## src/rtl/im_prefetch.sv

```systemverilog
// Instruction prefetch queue between a variable-latency instruction memory and the F stage.
// Optional same-cycle response bypass to F when IM_PREFETCH_BYPASS_EN is defined.
module im_prefetch #(
  parameter int          DEPTH    = 4,
  parameter logic [31:0] RESET_PC = 32'h0000_3000
) (
  input  logic        clk,
  input  logic        rst,
  output logic        mem_req,
  output logic [31:0] mem_addr,
  input  logic        mem_gnt,
  input  logic        mem_rvalid,
  input  logic [31:0] mem_rdata,
  output logic        f_valid,
  output logic [31:0] f_pc,
  output logic [31:0] f_instr,
  input  logic        f_ready,
  input  logic        redirect,
  input  logic [31:0] redirect_pc
);

  localparam int AW = (DEPTH > 1) ? $clog2(DEPTH) : 1;
  localparam int CW = AW + 1;
  localparam logic [CW:0] DEPTH_X = (CW+1)'(DEPTH);

  function automatic logic [31:0] word_align(input logic [31:0] a);
    return {a[31:2], 2'b00};
  endfunction

  function automatic logic [31:0] next_word(input logic [31:0] a);
    return a + 32'd4;
  endfunction

  logic          run;
  logic [CW-1:0] count;
  logic [CW-1:0] outstanding;
  logic [CW-1:0] discard;
  logic [AW-1:0] rd_ptr;
  logic [AW-1:0] wr_ptr;
  logic [31:0]   resp_pc;
  logic [31:0]   hold_pc;
  logic [31:0]   hold_instr;
  logic [31:0]   pc_q    [DEPTH];
  logic [31:0]   instr_q [DEPTH];

  logic [CW:0]   occupancy;
  logic          issue;
  logic          rsp;
  logic          rsp_keep;
  logic          q_valid;
  logic          byp_hit;
  logic          byp_take;
  logic          pop;
  logic          push;

  // Request / response qualification
  always_comb begin
    occupancy = {1'b0, count} + {1'b0, outstanding};
    mem_req   = run && (occupancy < DEPTH_X);
    issue     = mem_req && mem_gnt;
    // A response with nothing outstanding is a protocol error and is ignored.
    rsp       = mem_rvalid && (outstanding != '0);
    rsp_keep  = rsp && (discard == '0);
    q_valid   = (count != '0);
  end

`ifdef IM_PREFETCH_BYPASS_EN
  always_comb begin
    byp_hit  = !q_valid && rsp_keep;
    byp_take = byp_hit && f_ready && !redirect;
  end
`else
  always_comb begin
    byp_hit  = 1'b0;
    byp_take = 1'b0;
  end
`endif

  // Head presentation to F
  always_comb begin
    f_valid = q_valid || byp_hit;
    if (q_valid) begin
      f_pc    = pc_q[rd_ptr];
      f_instr = instr_q[rd_ptr];
    end else if (byp_hit) begin
      f_pc    = resp_pc;
      f_instr = mem_rdata;
    end else begin
      f_pc    = hold_pc;
      f_instr = hold_instr;
    end
    pop  = q_valid && f_ready && !redirect;
    push = rsp_keep && !redirect && !byp_take;
  end

  // Control state
  always_ff @(posedge clk or negedge rst) begin
    if (!rst) begin
      run         <= 1'b0;
      count       <= '0;
      outstanding <= '0;
      discard     <= '0;
      rd_ptr      <= '0;
      wr_ptr      <= '0;
      resp_pc     <= word_align(RESET_PC);
      mem_addr    <= word_align(RESET_PC);
      hold_pc     <= '0;
      hold_instr  <= '0;
    end else begin
      run <= 1'b1;

      case ({issue, rsp})
        2'b10:   outstanding <= outstanding + CW'(1);
        2'b01:   outstanding <= outstanding - CW'(1);
        default: outstanding <= outstanding;
      endcase

      if (f_valid) begin
        hold_pc    <= f_pc;
        hold_instr <= f_instr;
      end

      if (push) wr_ptr <= wr_ptr + AW'(1);

      if (redirect) begin
        count    <= '0;
        rd_ptr   <= wr_ptr;
        // Every word still in flight after this edge belongs to the old stream.
        discard  <= outstanding + CW'(issue) - CW'(rsp);
        resp_pc  <= word_align(redirect_pc);
        mem_addr <= word_align(redirect_pc);
      end else begin
        case ({push, pop})
          2'b10:   count <= count + CW'(1);
          2'b01:   count <= count - CW'(1);
          default: count <= count;
        endcase
        if (pop) rd_ptr <= rd_ptr + AW'(1);
        if (rsp && (discard != '0)) discard <= discard - CW'(1);
        if (rsp_keep) resp_pc <= next_word(resp_pc);
        if (issue) mem_addr <= next_word(mem_addr);
      end
    end
  end

  // Queue storage
  always_ff @(posedge clk) begin
    if (push) begin
      pc_q[wr_ptr]    <= resp_pc;
      instr_q[wr_ptr] <= mem_rdata;
    end
  end

  rvalid_without_request: assert property (@(posedge clk) disable iff (!rst)
    !(mem_rvalid && (outstanding == '0)));

endmodule

```

## config.mk

```make
export PLATFORM = sky130hd
export DESIGN_NAME = im_prefetch
export DESIGN_NICKNAME = d
export VERILOG_FILES = /design/src/rtl/im_prefetch.sv
export SDC_FILE = /design/constraint.sdc
export NUM_CORES = 1
export LEC_CHECK = 0
export BUFFER_PORTS_ARGS = -buffer_cell sky130_fd_sc_hd__buf_2
export CAP_MARGIN = 20
export CORE_ASPECT_RATIO = 1.1
export CORE_MARGIN = 5
export CORE_UTILIZATION = 59
export CTS_CLUSTER_DIAMETER = 100
export CTS_CLUSTER_SIZE = 40
export DETAILED_ROUTE_END_ITERATION = 12
export HOLD_SLACK_MARGIN = 0.12
export PLACE_DENSITY_LB_ADDON = 0.12
export SYNTH_ARGS = -nofsm -noshare
export SYNTH_HDL_FRONTEND = slang
export SYNTH_SLANG_ARGS = --single-unit
export TNS_END_PERCENT = 30
```

## constraint.sdc

```tcl
create_clock -name clk -period 3.7 [get_ports clk]
set_input_delay 0.185 -clock clk [delete_from_list [all_inputs] [get_ports clk]]
set_output_delay 0.185 -clock clk [all_outputs]
set_load 0.1 [all_outputs]
```

; ---- Yosys cells after proc, flatten, opt, wreduce, memory -nomap -nowiden
; Memories as Yosys holds them, arrays and structs flattened.
; Cells that the tools add are included.
[word_totals]
in_bits = 70
elab_cells = 63
register_bits = 142
ramBits = 256
n_memories = 2
latch_bits = 0
out_inout_bits = 98
rom_bits = 0
[mem_list]
columns = memory, depth, word_bits, rd, rd_ports_with_merged_regs, write_ports, line_no
row1 = instr_q, 4, 32, 1, 0, 1, 44  ; logic [31:0] instr_q [DEPTH];
row2 = pc_q, 4, 32, 1, 0, 1, 43  ; logic [31:0] pc_q [DEPTH];
[classes]
n_div = 0
n_addsub = 12
n_mux = 15
magnitude_cmp = 1
multipliers = 0
n_shift = 0
bitwise_logic = 0
reduce_logical = 19
n_eq_ne = 4
[op_table]
columns = op, count
row1 = 32-bit two-way mux, 6
row2 = 32-bit by 3-bit adder with 32-bit output (second input constant), 2
row3 = 3-bit case mux with 2 select lines, 2
row4 = 3-bit nonzero test, 4
row5 = 2-bit nonzero test, 5
row6 = 3-bit two-way mux, 3
row7 = 3-bit by 1-bit subtractor with 3-bit output (second input constant), 3
row8 = 1-bit logical AND, 8
row9 = 3-bit by 1-bit adder with 3-bit output (second input constant), 2
row10 = 2-bit by 1-bit adder with 2-bit output (second input constant), 2
row11 = 3-bit by 3-bit adder with 4-bit output, 1
row12 = 2-bit by 1-bit equality test with 1-bit output (second input constant), 2
row13 = 2-bit equality test (second input constant), 2
row14 = 4-bit by 3-bit < comparator with 1-bit output (second input constant), 1
row15 = 2-bit two-way mux, 2
row16 = 3-bit by 1-bit adder with 3-bit output, 1
row17 = 3-bit logical NOT, 1
row18 = 3-bit by 1-bit subtractor with 3-bit output, 1
row19 = 1-bit two-way mux, 2
row20 = 1-bit logical NOT, 1

; ---- Logic depth before layout (Yosys ltp)
[depth]
depth_word = 7
ltp_mapped = 9
ltp_nobuf = 9

; ---- Least setup slack after synthesis
; OpenSTA, ideal clock, no wires.
[synth_timing]
kind = flip-flop to flip-flop
start = register discard[0]
end = memory instr_q[0][0], enable pin
setup_slack_ns = 0.464
period_less_slack_ns = 3.236
stages_incl_launch_ff = 6
t_required_ns = 3.274
path_buffers = 0
setup_ns = 0.426
arrival_time_ns = 2.810
cell_sequence = dfrtp_1 -> inv_1 -> ha_1 -> nand3b_1 -> nor3_1 -> and2_1
[synth_via]
elab_chain_cells = 5
[synth_lines]
columns = element, line_no
row1 = from (decl), 37  ; logic [CW-1:0] discard;
row2 = from (signal assigned), 129  ; discard <= outstanding + CW'(issue) - CW'(rsp);
row3 = from (signal assigned), 139  ; if (rsp && (discard != '0)) discard <= discard - CW'(1);
row4 = 3-bit logical NOT, 63  ; rsp_keep = rsp && (discard == '0);
row5 = 1-bit logical AND, 63
row6 = 1-bit logical AND, 93  ; push = rsp_keep && !redirect && !byp_take;
row7 = 1-bit two-way mux, 148  ; if (push) begin
row8 = 1-bit two-way mux (not written as such), 150  ; instr_q[wr_ptr] <= mem_rdata;
row9 = to (decl), 44
; No other way between the ends.

; ---- Worst setup path after layout
[layout_timing]
start = register count[0]
end = output f_pc[20]
[layout_via]
elab_chain_cells = 2
[layout_lines]
columns = element, line_no
row1 = from (decl), 35  ; logic [CW-1:0] count;
row2 = from (signal assigned), 134  ; 2'b10: count <= count + CW'(1);
row3 = from (signal assigned), 135  ; 2'b01: count <= count - CW'(1);
row4 = from (signal assigned), 136  ; default: count <= count;
row5 = 3-bit nonzero test, 64  ; q_valid = (count != '0);
row6 = 32-bit two-way mux, 82  ; if (q_valid) begin
row7 = to (decl), 15  ; output logic [31:0] f_pc,
; No other way between the ends.

==> flow_metrics.env <==
export IMPL_outcome="complete, no violations"
export IMPL_slew_viol_final=0
export IMPL_min_delay_start="redirect"
export IMPL_tightestPinTransition_ps=969.4
export IMPL_crit_start="count[0]"
export IMPL_cts_sinks=386
export IMPL_crit_fanout=66
export IMPL_insertion_delay_ps=520
export IMPL_rr_endpoint="instr_q[0][21]"
export IMPL_synth_seq_cells=386
export IMPL_initial_core_util=0.5993
export IMPL_globalplace_congestion=0.8292
export IMPL_wl_per_cell_um=18.94
export IMPL_cp_cell_sequence="nor3_2 > buf_4 > nand2_1 > nand2_1 > buf_2"
export IMPL_cts_tree="yes"
export IMPL_nets=1442
export IMPL_r2r_slack_ps=780
export IMPL_rows=63
export IMPL_multi_input_area_um2=4970
export IMPL_ant_nets=0
export IMPL_holdPathEnd="wr_ptr[0]"
export IMPL_hold_depth=3
export IMPL_hold_path_class="input port to flop"
export IMPL_pin_count=168
export IMPL_layout_filler_cells=1897
export IMPL_synth_edf_count=248
export IMPL_cts_resized=0
export IMPL_synth_area_leader_cell="edfxtp_1"
export IMPL_setup_violations=0
export IMPL_cp_arrival_ps=2780
export IMPL_syn_inst=1152
export IMPL_vias=9888
export IMPL_synth_simple_area_share=0.1394
export IMPL_synth_fa_ha_area_frac=0.01301
export IMPL_numPortBuffers=163
export IMPL_max_slew_margin=0.3488
export IMPL_post_route_drc_count=0
export IMPL_cts_clk_slew_worst_paths_ps=140
export IMPL_finalSetupTns_ps=0
export IMPL_ys_types=54
export IMPL_synth_compound_area_frac=0.04081
export IMPL_synth_seq_area_share=0.6750
export IMPL_layout_common_cells="280 x nand2_1, 248 x edfxtp_1, 162 x buf_2"
export IMPL_syn_avg_cell_area_um2=14.02
export IMPL_place_hpwl_um=20840
export IMPL_cts_buffers=13
export IMPL_synth_area_mux_share=0.1001
export IMPL_layout_commonest_cell="nand2_1"
export IMPL_core_um2=26960
export IMPL_grt_max_degree=95
export IMPL_die_w_um=167.8
export IMPL_synth_ff_type="edfxtp_1"
export IMPL_ff2ff_path_depth=6
export IMPL_top_layer_used="met4"
export IMPL_grt_overflow=0
export IMPL_regArea_um2=10910
export IMPL_met2_length_um=16180
export IMPL_critical_path_slowest_cell="buf_4"
export IMPL_die_area_um2=30800
export IMPL_worst_hold_slack_ps=134.4
export IMPL_wl_met1_um=14280
export IMPL_drive_gt1_frac=0.2128
export IMPL_viasPerCell=5.749
export IMPL_synth_xor_area_share=0.01301
export IMPL_yosysTopAreaCellShare=0.4609
export IMPL_synth_area_um2=16160
export IMPL_htreeDepth=1
export IMPL_hold_violations=0
export IMPL_path_buf_inv=2
export IMPL_max_freq_ghz=0.3377
export IMPL_wl_met3_um=1755
export IMPL_diodes=0
export IMPL_final_util=0.6842
export IMPL_required_ps=3510
export IMPL_crit_path_max_incr_delay_ps=650
export IMPL_dp_cells=1636
export IMPL_antenna_found_initial=0
export IMPL_worstSetupEndpointType="primary output"
export IMPL_path_delay_family="buffers and inverters"
export IMPL_wl_um=32570
export IMPL_drt_iter0_markers=834
export IMPL_gr_usage_all_layers=0.2155
export IMPL_clock_root_buffer="clkbuf_16"
export IMPL_stdcell_count=1720
export IMPL_firstDrtPassIters=5
export IMPL_rsz0062_at_grt="false"
export IMPL_crit_type="flop to primary output"
export IMPL_synth_top_family_by_area="simple AND/OR/NAND/NOR gates"
export IMPL_yosys_warnings=0
export IMPL_skew_ps=18.72
export IMPL_synth_async_reset_ratio=0.3575
export IMPL_grt_pass1_wl_um=53560
export IMPL_die_h_um=183.6
export IMPL_synth_area_leaders="edfxtp_1 46%, dfrtp_1 21%, mux4_2 8.6%, nand2_1 6.5%, mux2_2 1.1%"
export IMPL_fin_crit_sh=0.8004
export IMPL_start_kind="flop"
export IMPL_min_period_ps=2961
export IMPL_syn_to_final_growth_pct=14.16
export IMPL_grt_pass1_vias=10080
export IMPL_max_cap_violations=0
export IMPL_cts_path_max_buffers=3
export IMPL_reg2reg_from="discard[0]"
export IMPL_critPathMostFrequentCell="nand2_1"
-- worst max-delay path by stage --
stage | endpoint | slack, ps | depth (start not counted)
after detailed placement | instr_q[0][24] | 800 | 6
final | f_pc[20] | 740 | 5
after global placement | instr_q[0][24] | 850 | 6
after floorplan | instr_q[0][0] | 460 | 5
after CTS | f_pc[20] | 690 | 5
after global routing | instr_q[0][21] | 490 | 6
-- routing by layer --
metal  up-vias  track usage
li1       4680            -
met1      4917       0.3078
met2       269       0.3744
met3        22      0.02344
met4         0      0.03117
met5         -            0
-- worst register-to-register path: stages (launching register included) --
cell and delay (ps):
dfrtp_1 410, inv_1 90, ha_1 210, nand3b_1 290, nor3_1 660, and2_2 660
buf_12 310
-- per-stage QoR --
| stage | instance area [um^2] | worst slack, ps |
|---|---|---|
| after global routing | 18450 | 487.5 |
| final | 18450 | 738.7 |
| after floorplan | 16160 | 464.0 |
| after global placement | 17450 | 850.4 |
| after CTS | 18450 | 686.2 |
| after detailed placement | 17450 | 798.8 |
-- cell usage after synthesis, types with 3 or more instances --
cell type  instances
a211oi_1          13
a21oi_1            5
a311oi_1           8
a31oi_1           17
and2_1            13
and3_1             6
and4_1            19
buf_1             14
clkbuf_1          37
dfrtp_1          134
dfstp_2            4
edfxtp_1         248
fa_1               3
ha_1              12
inv_1             17
mux2_2            16
mux2i_1            4
mux4_2            62
nand2_1          280
nand2b_1           8
nand3_1           17
nand4_1           13
nor2_1            33
nor2b_1           11
nor3_1            20
nor4_1            18
o21a_1             4
o21ai_0           14
o311a_1            3
o31a_1             5
o31ai_1           18
or3_1             10
or4_1             17
xnor2_1           17
xor2_1             7
-- logic make-up (layout without fill, tap and decap cells) --
logic type / Yosys count / after routing
multiplexers: 82 / 82
XOR/XNOR: 24 / 24
buffers and inverters: 74 / 284
AO/OA/AOI/OAI: 93 / 93
adder cells (fa/ha/maj): 15 / 15
flip-flops: 386 / 386
AND/OR/NAND/NOR: 476 / 476
other: 2 / 3
-- flip-flops by register name, indices dropped and copies added, names as in the netlist --
signal and flops:
wr_ptr 2, outstanding 3, rd_ptr 2, run 1, hold_pc 32, instr_q 128, mem_addr 30, resp_pc 30
hold_instr 32, count 3, discard 3, pc_q 120
-- area by class of cell --
class	count	share of cell area
Clock buffer	20	0.01906
Clock inverter	1	0.0008818
Inverter	18	0.003663
Multi-Input combinational cell	693	0.2694
Sequential cell	386	0.5915
Tap cell	357	0.02422
Timing Repair Buffer	245	0.09124
-- repair_timing --
action / in CTS / in global routing
hold endpoints to repair: 275 / 0
hold buffers: 63 / 0
setup buffers: 0 / 0
setup endpoints to repair: 0 / 0
Power is left out: the tool's default activity adds up to more than one toggle a clock period on the data nets, which glitch-free logic cannot reach.
